File: src/rtl/mu0x_pkg.sv
// Shared opcodes, FSM states and ALU operation encodings for the mu0x core.
package mu0x_pkg;

  localparam int unsigned OPC_W = 4;

  localparam logic [OPC_W-1:0] OP_LDA = 4'h0;
  localparam logic [OPC_W-1:0] OP_STO = 4'h1;
  localparam logic [OPC_W-1:0] OP_ADD = 4'h2;
  localparam logic [OPC_W-1:0] OP_SUB = 4'h3;
  localparam logic [OPC_W-1:0] OP_JMP = 4'h4;
  localparam logic [OPC_W-1:0] OP_JGE = 4'h5;
  localparam logic [OPC_W-1:0] OP_JNE = 4'h6;
  localparam logic [OPC_W-1:0] OP_STP = 4'h7;
  localparam logic [OPC_W-1:0] OP_LDI = 4'h8;
  localparam logic [OPC_W-1:0] OP_AND = 4'h9;
  localparam logic [OPC_W-1:0] OP_OR  = 4'hA;

  typedef enum logic [2:0] {
    ST_IDLE,
    ST_FETCH,
    ST_EXEC,
    ST_MEM,
    ST_HALT
  } stateT;

  typedef enum logic [2:0] {
    ALU_PASS_B,
    ALU_ADD,
    ALU_SUB,
    ALU_AND,
    ALU_OR
  } aluOpT;

  // ALU operation used in the MEM state for a given opcode (loads and stores pass memory data).
  function automatic aluOpT aluOpFor(input logic [OPC_W-1:0] op);
    case (op)
      OP_ADD:  return ALU_ADD;
      OP_SUB:  return ALU_SUB;
      OP_AND:  return ALU_AND;
      OP_OR:   return ALU_OR;
      default: return ALU_PASS_B;
    endcase
  endfunction

endpackage

File: src/rtl/mu0x_alu.sv
// Combinational accumulator ALU; a is the accumulator, b is memory read data.
module mu0x_alu
  import mu0x_pkg::*;
#(
  parameter int unsigned DATA_W = 16
) (
  input  aluOpT             op,
  input  logic [DATA_W-1:0] a,
  input  logic [DATA_W-1:0] b,
  output logic [DATA_W-1:0] resultC
);

  // Select the result; arithmetic wraps modulo 2^DATA_W with no flags.
  always_comb begin
    resultC = b;
    case (op)
      ALU_PASS_B: resultC = b;
      ALU_ADD:    resultC = a + b;
      ALU_SUB:    resultC = a - b;
      ALU_AND:    resultC = a & b;
      ALU_OR:     resultC = a | b;
      default:    resultC = b;
    endcase
  end

endmodule

File: src/rtl/mu0x_core.sv
// Multi-cycle MU0-family core: width-generic datapath, req/ack memory port,
// extended opcodes and illegal-opcode trapping.
module mu0x_core
  import mu0x_pkg::*;
#(
  parameter  int unsigned DATA_W   = 16,
  localparam int unsigned ADDR_W   = DATA_W - 4,
  parameter  int unsigned START_PC = 0,
  parameter  int unsigned CNT_W    = 32
) (
  input  logic              clk,
  input  logic              reset,
  input  logic              start,
  output logic              mem_req,
  output logic              mem_we,
  output logic [ADDR_W-1:0] mem_addr,
  output logic [DATA_W-1:0] mem_wdata,
  input  logic [DATA_W-1:0] mem_rdata,
  input  logic              mem_ack,
  output logic              busy,
  output logic              done,
  output logic              illegal,
  output logic [ADDR_W-1:0] pc,
  output logic [DATA_W-1:0] acc,
  output logic [DATA_W-1:0] ir,
  output logic [CNT_W-1:0]  retired
);

  localparam logic [ADDR_W-1:0] START_ADDR = ADDR_W'(START_PC);

  stateT             state;
  stateT             stateNext;
  logic [ADDR_W-1:0] pcNext;
  logic [DATA_W-1:0] accNext;
  logic [DATA_W-1:0] irNext;
  logic [CNT_W-1:0]  retiredNext;
  logic              doneNext;
  logic              illegalNext;
  logic              busyNext;
  logic              memReqNext;
  logic              memWeNext;
  logic [ADDR_W-1:0] memAddrNext;
  logic              toFetch;

  logic [OPC_W-1:0]  opcode;
  logic [ADDR_W-1:0] operand;
  logic [DATA_W-1:0] aluY;

  assign opcode    = ir[DATA_W-1 -: OPC_W];
  assign operand   = ir[ADDR_W-1:0];
  assign mem_wdata = acc;

  mu0x_alu #(
    .DATA_W (DATA_W)
  ) uAlu (
    .op      (aluOpFor(opcode)),
    .a       (acc),
    .b       (mem_rdata),
    .resultC (aluY)
  );

  // Next-state and next-register decode for every state.
  always_comb begin
    stateNext   = state;
    pcNext      = pc;
    accNext     = acc;
    irNext      = ir;
    retiredNext = retired;
    doneNext    = done;
    illegalNext = illegal;
    memReqNext  = mem_req;
    memWeNext   = mem_we;
    memAddrNext = mem_addr;
    toFetch     = 1'b0;

    case (state)
      ST_IDLE, ST_HALT: begin
        if (start) begin
          pcNext      = START_ADDR;
          accNext     = '0;
          retiredNext = '0;
          doneNext    = 1'b0;
          illegalNext = 1'b0;
          stateNext   = ST_FETCH;
          memReqNext  = 1'b1;
          memWeNext   = 1'b0;
          memAddrNext = START_ADDR;
        end
      end

      ST_FETCH: begin
        if (mem_ack) begin
          irNext     = mem_rdata;
          pcNext     = pc + ADDR_W'(1);
          stateNext  = ST_EXEC;
          memReqNext = 1'b0;
        end
      end

      ST_EXEC: begin
        case (opcode)
          OP_LDA, OP_STO, OP_ADD, OP_SUB, OP_AND, OP_OR: begin
            stateNext   = ST_MEM;
            memReqNext  = 1'b1;
            memWeNext   = (opcode == OP_STO);
            memAddrNext = operand;
          end
          OP_JMP: begin
            pcNext  = operand;
            toFetch = 1'b1;
          end
          OP_JGE: begin
            if (!acc[DATA_W-1]) pcNext = operand;
            toFetch = 1'b1;
          end
          OP_JNE: begin
            if (acc != '0) pcNext = operand;
            toFetch = 1'b1;
          end
          OP_LDI: begin
            accNext = DATA_W'(operand);
            toFetch = 1'b1;
          end
          OP_STP: begin
            stateNext   = ST_HALT;
            doneNext    = 1'b1;
            retiredNext = retired + CNT_W'(1);
          end
          default: begin
            stateNext   = ST_HALT;
            doneNext    = 1'b1;
            illegalNext = 1'b1;
          end
        endcase
      end

      ST_MEM: begin
        if (mem_ack) begin
          if (opcode != OP_STO) accNext = aluY;
          toFetch = 1'b1;
        end
      end

      default: begin
        stateNext  = ST_IDLE;
        memReqNext = 1'b0;
        memWeNext  = 1'b0;
      end
    endcase

    // Retire the instruction and issue the next fetch from the updated PC.
    if (toFetch) begin
      stateNext   = ST_FETCH;
      memReqNext  = 1'b1;
      memWeNext   = 1'b0;
      memAddrNext = pcNext;
      retiredNext = retired + CNT_W'(1);
    end

    busyNext = (stateNext == ST_FETCH) || (stateNext == ST_EXEC) || (stateNext == ST_MEM);
  end

  // State and architectural registers; memory port outputs are flops only.
  always_ff @(posedge clk) begin
    if (reset) begin
      state    <= ST_IDLE;
      pc       <= '0;
      acc      <= '0;
      ir       <= '0;
      retired  <= '0;
      done     <= 1'b0;
      illegal  <= 1'b0;
      busy     <= 1'b0;
      mem_req  <= 1'b0;
      mem_we   <= 1'b0;
      mem_addr <= '0;
    end else begin
      state    <= stateNext;
      pc       <= pcNext;
      acc      <= accNext;
      ir       <= irNext;
      retired  <= retiredNext;
      done     <= doneNext;
      illegal  <= illegalNext;
      busy     <= busyNext;
      mem_req  <= memReqNext;
      mem_we   <= memWeNext;
      mem_addr <= memAddrNext;
    end
  end

endmodule

File: config.mk
export PLATFORM = sky130hd
export DESIGN_NAME = mu0x_core
export DESIGN_NICKNAME = d
export VERILOG_FILES = /design/src/rtl/mu0x_pkg.sv /design/src/rtl/mu0x_alu.sv /design/src/rtl/mu0x_core.sv
export SDC_FILE = /design/constraint.sdc
export NUM_CORES = 1
export LEC_CHECK = 0
export BUFFER_PORTS_ARGS = -buffer_cell sky130_fd_sc_hd__buf_2
export CAP_MARGIN = 0
export CELL_PAD_IN_SITES_DETAIL_PLACEMENT = 2
export CELL_PAD_IN_SITES_GLOBAL_PLACEMENT = 2
export CORE_MARGIN = 5
export CORE_UTILIZATION = 29
export DETAILED_ROUTE_END_ITERATION = 10
export PLACE_DENSITY_LB_ADDON = 0.1
export REMOVE_ABC_BUFFERS = 1
export SETUP_SLACK_MARGIN = 0.1
export SYNTH_ARGS = -nofsm -noshare
export SYNTH_HDL_FRONTEND = slang
export SYNTH_SLANG_ARGS = --single-unit
File: constraint.sdc
create_clock -name clk -period 3.1 [get_ports clk]
set_input_delay 0 -clock clk [delete_from_list [all_inputs] [get_ports clk]]
set_output_delay 0 -clock clk [all_outputs]
set_load 0.02 [all_outputs]
==> results by stage <==
Outcome:
- The flow ran to the end, and the final reports show no timing, DRC or antenna violations.

Clock network:
- CTS built an H-tree with a depth of 3.
- The CTS tree is done.
- The clock drives 96 sinks.
- The clock transition at the registers of the reported paths is roughly 0.070 ns.
- The clock latency on the worst-skew pair is between 0.3 and 0.4 ns.
- The longest clock path from root to sink contains 2 buffers.
- Clock tree synthesis selected as its root buffer the cell clkbuf_16.
- Counting the buffers created by CTS gives 9.

Floorplan:
- The area of the die is approximately 25000 µm².
- The floorplan die width is about 160 µm.
- The die height is 160 µm.
- For this configuration, the core starts out at a cell density of a little under 30%.
- The floorplan has 54 rows.
- The area of the placeable core is ~22000 µm².
- The top-level port count is ~130.

Routing:
- The DRC violation total after the first TritonRoute iteration is between 200 and 300.
- In the routed layout, each cell is associated on average with a via count of around 5.7.
- Summing over every cut layer, the via total after detailed routing is roughly 7100.
- The wire length reported by the detailed router is around 28000 µm.
- The first detailed-routing pass ran for 5 iterations.
- The number of nets with antenna violations after detailed routing is 0.
- The average wire per standard cell is roughly 23 µm.
- The number of DRC violations after detailed routing is 0.

Synth:
- Synthesis produced approximately 840 cells.
- The proportion of register bits with asynchronous set or reset after synthesis is 0%.
- In the synthesized netlist the dominant register cell turns out to be dfxtp_1.
- The total number of yosys warnings is 0.
- The top-area cell type share of the netlist area is between 20% and 30%.
- The sequential share of the synthesized area is 29.6%.
- The number of synthesized register bits is 96.
- The mapped netlist covers between 6000 and 7000 µm².
- The unique cell type count in the Yosys netlist is 84.
- The synthesized design contains 0 enable-type register cells.
- The dominant cell type by area after synthesis is dfxtp_1.
- Yosys attributes the largest share of cell area to dfxtp_1 (30%), nand2_1 (6.0%), a21oi_1 (5.3%).
- The mean post-synth cell area is a little under 8 µm².

Placed design:
- Counting tap cells, the placed design contains a total of 1213 instances.
- The wire-length estimate of the detail-placed layout is 20900 µm.
- Buffers placed on the I/O ports in this run total ~130.
- The area after detailed placement is approximately 7400 µm².
- The final weighted congestion in routability-driven placement is about 0.86.

Cells and area:
- The total number of nets in the final design is roughly 1000.
- The area growth from synthesis to layout is 22.5%.
- The top cell types in the final layout, fill and taps aside, are buf_2 (128), nand2_1 (104), dfxtp_1 (95), nor2_1 (76), a21oi_1 (66).
- The leading cell type in the layout, fill and taps excluded is buf_2.
- The fraction of final layout cells with drive strength greater than 1 is between 20 and 25%.
- The final cell count without fillers is between 1000 and 1500.
- The final design area excluding fillers is 7960 µm².
- 0 antenna diodes ended up in the layout.

Critical path:
- Counting cells, the worst reg-to-reg path comes to 12.
- STA classifies the critical path startpoint as a register.
- The startpoint identified for the worst register-to-register timing path is ir[13].
- In this run the worst path has a maximum fanout of 6.
- By startpoint and endpoint, the worst setup path is classified as reg2reg.
- The launching element of the worst setup path is ir[13].
- In this run the register-to-register setup slack is 0.15 ns.
- The data arrival time at the worst-slack endpoint is about 3.2 ns.
- The worst setup path is captured at a register.
- The endpoint identified for the worst register-to-register timing path is acc[11].
- Data on the critical path is required at its endpoint by roughly 3.4 ns.

Power and ir drop:
- The switching part of the total is 35.1%.
- The fraction of power consumed by sequential logic is about two fifths.
- IR analysis of the VDD net gives a maximum drop of between 0.0002 and 0.00025 V.
- The internal portion of the total power is 2.23 mW.
- The net switching power figure is between 1 and 1.5 mW.
- The portion of total power attributed to combinational logic is 26.7%.
- The power density over the cells is about 430 nW/µm².
- The leakage power is ~3.2 nW.
- The share of total power in the clock network is 34.1%.

GRT:
- The via count of the first global-routing pass is between 7000 and 8000.
- The first-pass GRT wire length is 43900 µm.
- Global routing finished with a remaining overflow of 0.
- Entering global routing, the biggest net connects 50 pins.
- In the global route stage, overall resource usage came out at a little over a fifth.
- The initial antenna violation count is 0.

Worst hold path:
- The worst hold path was traced through 4 stages.
- The type of the tightest min-delay check is in2reg.
- The beginning of the worst hold path is mem_rdata[4].
- For hold timing, the worst endpoint is ir[4].

STA:
- The final critical-path share of the clock period is 95.2%.
- Setup repair after global routing could not meet its margin everywhere.
- The final critical delay including setup and external delays is approximately 3.0 ns.
- Summed over all failing endpoints, the final setup total negative slack is 0 ns.
- The worst-case hold slack is approximately 0.083 ns.
- The number of slew-limit violations in the final report is 0.
- Setup violations remaining at the end of the flow were counted as 0.
- At the pin with the least slew margin, the transition time is between 0.6 and 0.7 ns.
- Based on the critical path, the design can be clocked at up to between 0.3 and 0.4 GHz.
- The final hold violation count was 0.
- On the final layout, the worst clock skew is about 0.0093 ns.
- The max-slew headroom at the worst pin is between 50% and 60%.

Job:
- Max-cap violations in this run came to 0.
-- registers in the layout (all words and copies together), names as in the netlist --
| name | count |
|---|---|
| busy | 1 |
| mem_req | 1 |
| retired | 32 |
| ir | 16 |
| state | 3 |
| mem_we | 1 |
| illegal | 1 |
| pc | 12 |
| acc | 16 |
| done | 1 |
| mem_addr | 12 |
-- worst max-delay path by stage --
stage / slack [ns] / to
after floorplan: -0.26 / acc[12]
after global placement: -0.26 / acc[15]
after detailed placement: -0.30 / acc[15]
after CTS: 0.10 / acc[11]
after global routing: -0.002 / acc[12]
final: 0.15 / acc[11]
-- layout make-up --
cell class              instances  area, µm²
multi-input cells             650       4220
clock buffers                  11        233
well taps                     280        350
repair buffers                182       1080
flip-flops and latches         96       1920
fillers                      2596      14000
clock inverters                 5       57.6
inverters                      24       90.1
-- cell families (layout without fill, tap and decap cells) --
family,Yosys count,count (layout),share of synthesized area (%)
buffers and inverters,90,222,6.74
adder cells (fa/ha/maj),21,21,4.16
AO/OA/AOI/OAI,251,251,25.5
multiplexers,11,11,1.73
flip-flops,96,96,29.6
XOR/XNOR,43,43,5.80
AND/OR/NAND/NOR,324,324,26.5
-- per-layer routing --
| metal | track usage (%) | vias up | wire length (µm) |
|---|---|---|---|
| li1 | - | 3288 | - |
| met2 | 37.7 | 161 | 14000 |
| met3 | 3.76 | 25 | 1240 |
| met1 | 26.6 | 3578 | 12600 |
| met4 | 5.52 | 0 | 466 |
| met5 | 0 | - | 0 |
-- per-stage QoR --
stage	worst slack, ns	power, mW	util (%)
floorplan	-0.261	1.85	-
detailed placement	-0.301	2.22	33.7
CTS	0.102	3.44	35.9
global placement	-0.263	2.19	33.7
finish	0.149	3.43	36.2
global route	-0.00217	3.59	36.2
-- repair_timing --
action | 4_1_cts | 5_1_grt
endpoints found under the hold margin | 13 | 0
setup buffers | 5 | 1
pin swaps | 5 | 8
setup endpoints to repair | 8 | 7
resized for setup | 10 | 14
hold buffers | 13 | 0
-- power by group through the flow --
stage          clock network, mW  logic, mW  registers, mW
2_1_floorplan                  0      0.413           1.44
3_3_place_gp                   0      0.821           1.37
3_5_place_dp                   0      0.849           1.37
4_1_cts                     1.21      0.886           1.35
5_1_grt                     1.25      0.984           1.35
6_report                    1.17      0.915           1.35
-- cells in the mapped netlist (12+ instances only) --
| cell | instances |
|---|---|
| nor3_1 | 16 |
| nor3_2 | 14 |
| a211oi_1 | 13 |
| inv_1 | 24 |
| nand3_1 | 25 |
| nand2_1 | 104 |
| o21ai_0 | 49 |
| clkbuf_1 | 27 |
| buf_2 | 14 |
| xor2_1 | 12 |
| nor2_1 | 76 |
| buf_4 | 20 |
| ha_1 | 20 |
| dfxtp_1 | 96 |
| a21oi_1 | 69 |
| a31oi_1 | 16 |
| xnor2_1 | 31 |
-- worst max-delay path, cell delays in order (launching register included) --
cell and delay, ns:
dfxtp_2 0.34, nor2b_4 0.15, buf_4 0.14, and3b_2 0.27, nor2_1 0.07, xnor2_1 0.14, ha_2 0.39, o21a_4 0.17
o31ai_4 0.08, o211ai_1 0.49, mux2i_1 0.25, o21ai_0 0.11, a211oi_1 0.26
Note: power is estimated with default switching activity, not from simulation.
